===== src/rtl/mux2_arb_pkg.sv =====
// Shared types and constants for the two-requester round-robin output arbiter.
package mux2_arb_pkg;

    typedef enum logic {
        ST_EMPTY = 1'b0,
        ST_FULL  = 1'b1
    } out_state_t;

    localparam logic REQ0     = 1'b0;
    localparam logic REQ1     = 1'b1;
    // Requester 1 is treated as the previous winner after reset, so requester 0 wins the first tie.
    localparam logic RST_LAST = REQ1;

endpackage


===== src/rtl/rr_pick2.sv =====
// Combinational two-way round-robin pick: the side that did not win last time wins a tie.
module rr_pick2
    import mux2_arb_pkg::*;
(
    input  logic [1:0] valid,
    input  logic       last,
    output logic       sel
);

    always_comb begin
        sel = last;
        case (valid)
            2'b01:   sel = REQ0;
            2'b10:   sel = REQ1;
            2'b11:   sel = ~last;
            default: sel = last;
        endcase
    end

endmodule


===== src/rtl/mux2_rr_arbiter.sv =====
// Two-requester valid/ready round-robin arbiter with a one-entry registered output.
// Optional grant statistics counters are enabled with the macro MUX2_ARB_STATS_EN.
module mux2_rr_arbiter
    import mux2_arb_pkg::*;
#(
    parameter int WIDTH = 8
`ifdef MUX2_ARB_STATS_EN
    ,
    parameter int CNT_WIDTH = 16
`endif
) (
    input  logic                 clk,
    input  logic                 rst,
    input  logic                 in0_valid,
    output logic                 in0_ready,
    input  logic [WIDTH-1:0]     in0_data,
    input  logic                 in1_valid,
    output logic                 in1_ready,
    input  logic [WIDTH-1:0]     in1_data,
    output logic                 out_valid,
    input  logic                 out_ready,
    output logic [WIDTH-1:0]     out_data,
    output logic                 out_src,
`ifdef MUX2_ARB_STATS_EN
    output logic [CNT_WIDTH-1:0] grant_cnt0,
    output logic [CNT_WIDTH-1:0] grant_cnt1,
`endif
    output logic                 sel
);

    out_state_t       state_q, state_d;
    logic [WIDTH-1:0] out_data_q, out_data_d;
    logic             out_src_q, out_src_d;
    logic             last_q, last_d;
    logic             load_en;
    logic             accept;
    logic [WIDTH-1:0] mux_data;

    genvar gi;

    rr_pick2 u_pick (
        .valid ({in1_valid, in0_valid}),
        .last  (last_q),
        .sel   (sel)
    );

    generate
        for (gi = 0; gi < WIDTH; gi++) begin : g_mux
            assign mux_data[gi] = sel ? in1_data[gi] : in0_data[gi];
        end
    endgenerate

    always_comb begin
        state_d    = state_q;
        out_data_d = out_data_q;
        out_src_d  = out_src_q;
        last_d     = last_q;

        // The register can take a word when empty or when its current word leaves this cycle.
        load_en   = (state_q == ST_EMPTY) || out_ready;
        in0_ready = !rst && load_en && (sel == REQ0);
        in1_ready = !rst && load_en && (sel == REQ1);
        accept    = (in0_ready && in0_valid) || (in1_ready && in1_valid);

        case (state_q)
            ST_EMPTY: begin
                if (accept) state_d = ST_FULL;
            end
            ST_FULL: begin
                if (out_ready) state_d = accept ? ST_FULL : ST_EMPTY;
            end
            default: state_d = ST_EMPTY;
        endcase

        if (accept) begin
            out_data_d = mux_data;
            out_src_d  = sel;
            last_d     = sel;
        end
    end

    always_ff @(posedge clk) begin
        if (rst) begin
            state_q    <= ST_EMPTY;
            out_data_q <= '0;
            out_src_q  <= REQ0;
            last_q     <= RST_LAST;
        end else begin
            state_q    <= state_d;
            out_data_q <= out_data_d;
            out_src_q  <= out_src_d;
            last_q     <= last_d;
        end
    end

    assign out_valid = (state_q == ST_FULL);
    assign out_data  = out_data_q;
    assign out_src   = out_src_q;

`ifdef MUX2_ARB_STATS_EN
    logic [CNT_WIDTH-1:0] cnt_q [2];
    logic [CNT_WIDTH-1:0] cnt_d [2];

    generate
        for (gi = 0; gi < 2; gi++) begin : g_cnt
            // Saturating count of words accepted from requester gi.
            always_comb begin
                cnt_d[gi] = cnt_q[gi];
                if (accept && (sel == 1'(gi)) && (cnt_q[gi] != '1))
                    cnt_d[gi] = cnt_q[gi] + {{(CNT_WIDTH-1){1'b0}}, 1'b1};
            end

            always_ff @(posedge clk) begin
                if (rst) cnt_q[gi] <= '0;
                else     cnt_q[gi] <= cnt_d[gi];
            end
        end
    endgenerate

    assign grant_cnt0 = cnt_q[0];
    assign grant_cnt1 = cnt_q[1];
`endif

endmodule


===== config.mk =====
export PLATFORM = sky130hd
export DESIGN_NAME = mux2_rr_arbiter
export DESIGN_NICKNAME = d
export VERILOG_FILES = /design/src/rtl/mux2_arb_pkg.sv /design/src/rtl/rr_pick2.sv /design/src/rtl/mux2_rr_arbiter.sv
export SDC_FILE = /design/constraint.sdc
export NUM_CORES = 1
export LEC_CHECK = 0
export CAP_MARGIN = 30
export CORE_MARGIN = 10
export CORE_UTILIZATION = 36
export DETAILED_ROUTE_END_ITERATION = 10
export PLACE_DENSITY_LB_ADDON = 0.08
export SETUP_SLACK_MARGIN = 0.5
export SKIP_CTS_REPAIR_TIMING = 1
export SLEW_MARGIN = 10
export SYNTH_ARGS = -nofsm -noshare
export SYNTH_HDL_FRONTEND = slang
export SYNTH_SLANG_ARGS = --single-unit

===== constraint.sdc =====
create_clock -name clk -period 1.62 [get_ports clk]
set_clock_uncertainty 0.1 [all_clocks]
set_input_delay 0.405 -clock clk [delete_from_list [all_inputs] [get_ports clk]]
set_output_delay 0.405 -clock clk [all_outputs]
set_load 0.03 [all_outputs]

# == Word-level counts from Yosys, hierarchy flattened ==
# Cells that the tools add are included.
# totals
ff_bits,11
word_cells,30
in_bits,21
out_inout_bits,13
# op_classes
reduce_logical,8
mux,12
bitwise_logic,3
n_eq_ne,3
# ops
operator,n
1-bit two-way mux,10
1-bit logical AND,5
2-bit == test (second input constant),2
1-bit NOT,3
1-bit one-hot mux with 3 select lines,1
2-bit by 1-bit == test with 1-bit output (second input constant),1
1-bit logical OR,2
1-bit one-hot mux with 2 select lines,1
1-bit logical NOT,1

# == Logic depth before layout (Yosys ltp) ==
# logic_depth
word_depth,9
ltp_mapped,6
depth_no_buf,4

# == Hierarchy ==
# Synthesis repeated with hierarchy kept, for this count alone.
# unflattened
hier_cells,67
hier_area_um2,595.6
# by_module_without_submodules
module,n_inst,seq_area_each_um2,area_per_inst_um2,cells_per_inst
mux2_rr_arbiter,1,220.2,581.8,65
rr_pick2,1,0.0,13.8,2

# == Worst setup path before layout ==
# No wires, ideal clock.
# synth_timing
path_type,input to output
startpoint,in in1_valid
endpoint,out in0_ready
n_path_buf,1
arrival_ns,1.736
cell_stages,5
setup_slack_ns,-0.621
required_ns,1.115
path_cell_list,nor2b_1 a21oi_1 buf_4 inv_2 nor3_1
# synth_between
elab_chain_len,4
word_cells_on_any_way,6
classes_between,eq/ne (3); mux (1); bitwise (1); reduce/logical (1)
# synth_lines
item,line_no,source
start: declaration,mux2_rr_arbiter.sv:17,"input logic in1_valid,"
2-bit == test / 2-bit by 1-bit == test with 1-bit output (equally long branches),rr_pick2.sv:12,case (valid)
1-bit one-hot mux with 3 select lines *,rr_pick2.sv:12,
via sel,mux2_rr_arbiter.sv:28,output logic sel
1-bit NOT *,mux2_rr_arbiter.sv:61,in0_ready = !rst && load_en && (sel == REQ0);
1-bit logical AND *,mux2_rr_arbiter.sv:61,
end: declaration,mux2_rr_arbiter.sv:15,"output logic in0_ready,"
# Mark *: on every way through the listed nets, which the timed path passes. The rest lies on a longest branch.

# == Worst setup path after layout ==
# layout_timing
startpoint,reg last_q
endpoint,out sel
# layout_between
elab_chain_len,2
# layout_lines
item,line_no,source
start: declaration,mux2_rr_arbiter.sv:34,"logic last_q, last_d;"
start signal: assignment,mux2_rr_arbiter.sv:92,last_q <= last_d;
1-bit NOT,rr_pick2.sv:15,2'b11: sel = ~last;
1-bit one-hot mux with 3 select lines *,rr_pick2.sv:12,
end: declaration,mux2_rr_arbiter.sv:28,
# Every way passes the cells marked *; elsewhere a longest branch is shown, timed or not.

==> results.md <==
- Area growth, synth to finish: 112%
- LEAKAGE: 0.566 nW
- GRT overflow: 0
- CTS Root Cell: clkbuf_4
- #FFs+latches synth: 11
- Final wirelength: 1820 um
- Antenna-violating nets left: 0
- Synth area leader: dfxtp_1
- Share of layout cells above drive strength 1: 61.7%
- Deepest level of the CTS H-tree: 1
- Clock tree buffer depth: 2
- Status: complete, but fails checks
- Pwr per Cell Area: 736 mW/mm^2
- RR Endpoint: out_data[0]$_SDFFE_PP0P_
- Failing checks: setup timing
- VDD IR max: 0.464 mV
- Filler instances: 109
- Syn nets: 77
- Total power: 897 uW
- Netlist cell types: 21
- Placeable Area: 0.00151 mm^2
- Most frequent cells in the layout: buf_6, clkdlybuf4s50_1, buf_4
- Least-Margin Pin Slew: 0.176 ns
- DIE WIDTH: 60.0 um
- Synthesized cell area: 576 um^2
- Via/cell ratio: 4.88
- Site Rows: 14
- Pin count of the biggest net entering global routing: 11
- First-pass GRT wire length: 2460 um
- Fin nets: 129
- DIE AREA: 0.00360 mm^2
- Period utilization: 108%
- Hold Path Depth: 2
- Setup TNS: -0.365 ns
- Hpwl dp: 1330 um
- Via count: 600
- Synth area leaders: dfxtp_1, mux2i_1, o21ai_2
- Max Freq: 573 MHz
- Worst Setup Start Kind: flop
- WL per Instance: 14.8 um
- RSZ-0062 raised after global routing: true
- Worst EP arrival: 1.24 ns
- DR DRC count: 0
- Yosys top cell area share: 38.3%
- Crit path capture type: primary output
- Place WS: -0.483 ns
- Min-delay src: out_data[6]$_SDFFE_PP0P_
- Clock slew at reported path FFs: 0.07 ns
- IO Count: 34
- Non-filler cells, final: 123
- Most common cell after layout, fill and taps aside: buf_6
- Gate power share: 43.4%
- Slew HR: 87.9%
- Reg2Reg Depth: 6
- Hold Crit Endpoint: out_data[6]$_SDFFE_PP0P_
- Tot GR Track Use: 8.82%
- Placer Congestion: 0.713
- Internal Power: 612 uW
- DP Cell Count: 113
- Post-synthesis sequential area ratio: 38.3%
- Final setup margin: -0.126 ns
- Min-Delay Path Class: reg -> reg
- Tmin final: 1.75 ns
- Sw Pwr: 285 uW
- Starting Density: 38.2%
- IO buf count: 33
- Max FO, Critical Path: 3
- Seq pwr share: 36.4%
- Hold WS: 0.392 ns
- Clk_lat worst skew: 0.25 ns
- Vias in the first global route: 553
- Iter 0 DRT Violations: 4
- Max-cap violation count: 0
- R2R setup slack: 0.07 ns
- # diodes: 0
- Clk pwr share: 20.2%
- Avg Inst Size Synth: 10.3 um^2
- Clk sink count: 11
- Final max-slew violation count: 0
- Cells after Synth: 56
- # setup viols final: 3
- Die height: 60.0 um
- CTS tree: yes
- YS warnings: 0
- Worst r2r src: out_valid$_SDFF_PP0_
- Initial antenna violation count: 0
- Final hold vios: 0
- CTS Buf Count: 3
- Sw Share: 31.8%
- Crit Path Class: reg -> out
- CP required: 1.11 ns
- DRT Pass-1 Iters: 3
[cells by family (layout without fill, tap and decap cells)]
logic type	Yosys count	count (layout)	share of synthesized area, %
DFF	11	11	38.3
muxes	8	8	13.9
AOI/OAI and AO/OA	13	13	17.0
and+or+nand+nor	18	18	22.2
buffers and inverters	6	57	8.69
[worst max path at each step]
stage                             start         to  slack (ns)  depth (start not counted)
floorplan                     in1_valid  in0_ready       -0.08                          5
global placement              in0_valid        sel       -0.45                          7
detailed placement            in0_valid        sel       -0.48                          7
CTS                           in0_valid        sel       -0.49                          7
global route        last_q$_SDFFE_PP1P_  in0_ready       -0.20                          6
finish              last_q$_SDFFE_PP1P_        sel       -0.13                          6
[worst max-delay path, stage by stage, from the launching register on]
cell	delay (ns)
dfxtp_4	0.38
nor2b_4	0.05
a21oi_4	0.14
buf_6	0.14
inv_8	0.03
buf_4	0.12
buf_6	0.13
[power groups by stage]
stage	logic, mW	registers [mW]	clock network, mW
2_1_floorplan	0.138	0.373	0
3_3_place_gp	0.328	0.322	0
3_5_place_dp	0.332	0.322	0
4_1_cts	0.333	0.316	0.195
5_1_grt	0.413	0.331	0.208
6_report	0.389	0.327	0.181
[per-stage QoR]
stage	area, um^2	util (%)
2_1_floorplan	633	-
5_1_grt	1220	80.9
6_report	1220	80.9
3_5_place_dp	1020	67.5
3_3_place_gp	1020	67.5
4_1_cts	1040	69.3
[synth_stat cells (all sizes together)]
master   n
inv      2
dfxtp   11
nor2     2
nand3b   8
nand2    1
clkbuf   1
buf      3
or2b     1
a211oi   1
nor3     3
or3      1
o21ai    9
nor2b    2
a21oi    3
mux2i    8
[sequential cells by signal (all words and copies together), names as in the netlist]
signal     cells
out_data       8
out_src        1
last_q         1
out_valid      1
[per-layer routing]
layer	vias up	part of all wire, %	global-route usage, %
li1	306	-	-
met1	270	42	9.62
met2	24	48	13.7
met3	0	10	5.51
met4	0	0	2.88
met5	-	0	0
[final cells by class]
cell class / instances / area, um^2 / area share [%]
timing repair buffer: 51 / 536 / 43.9
multi-input combinational: 39 / 380 / 31.2
sequential: 11 / 241 / 19.8
clock buffer: 4 / 26.3 / 2.16
tap: 16 / 20.0 / 1.64
inverter: 2 / 15.0 / 1.23
No activity file was read; power rests on OpenSTA's default activity.
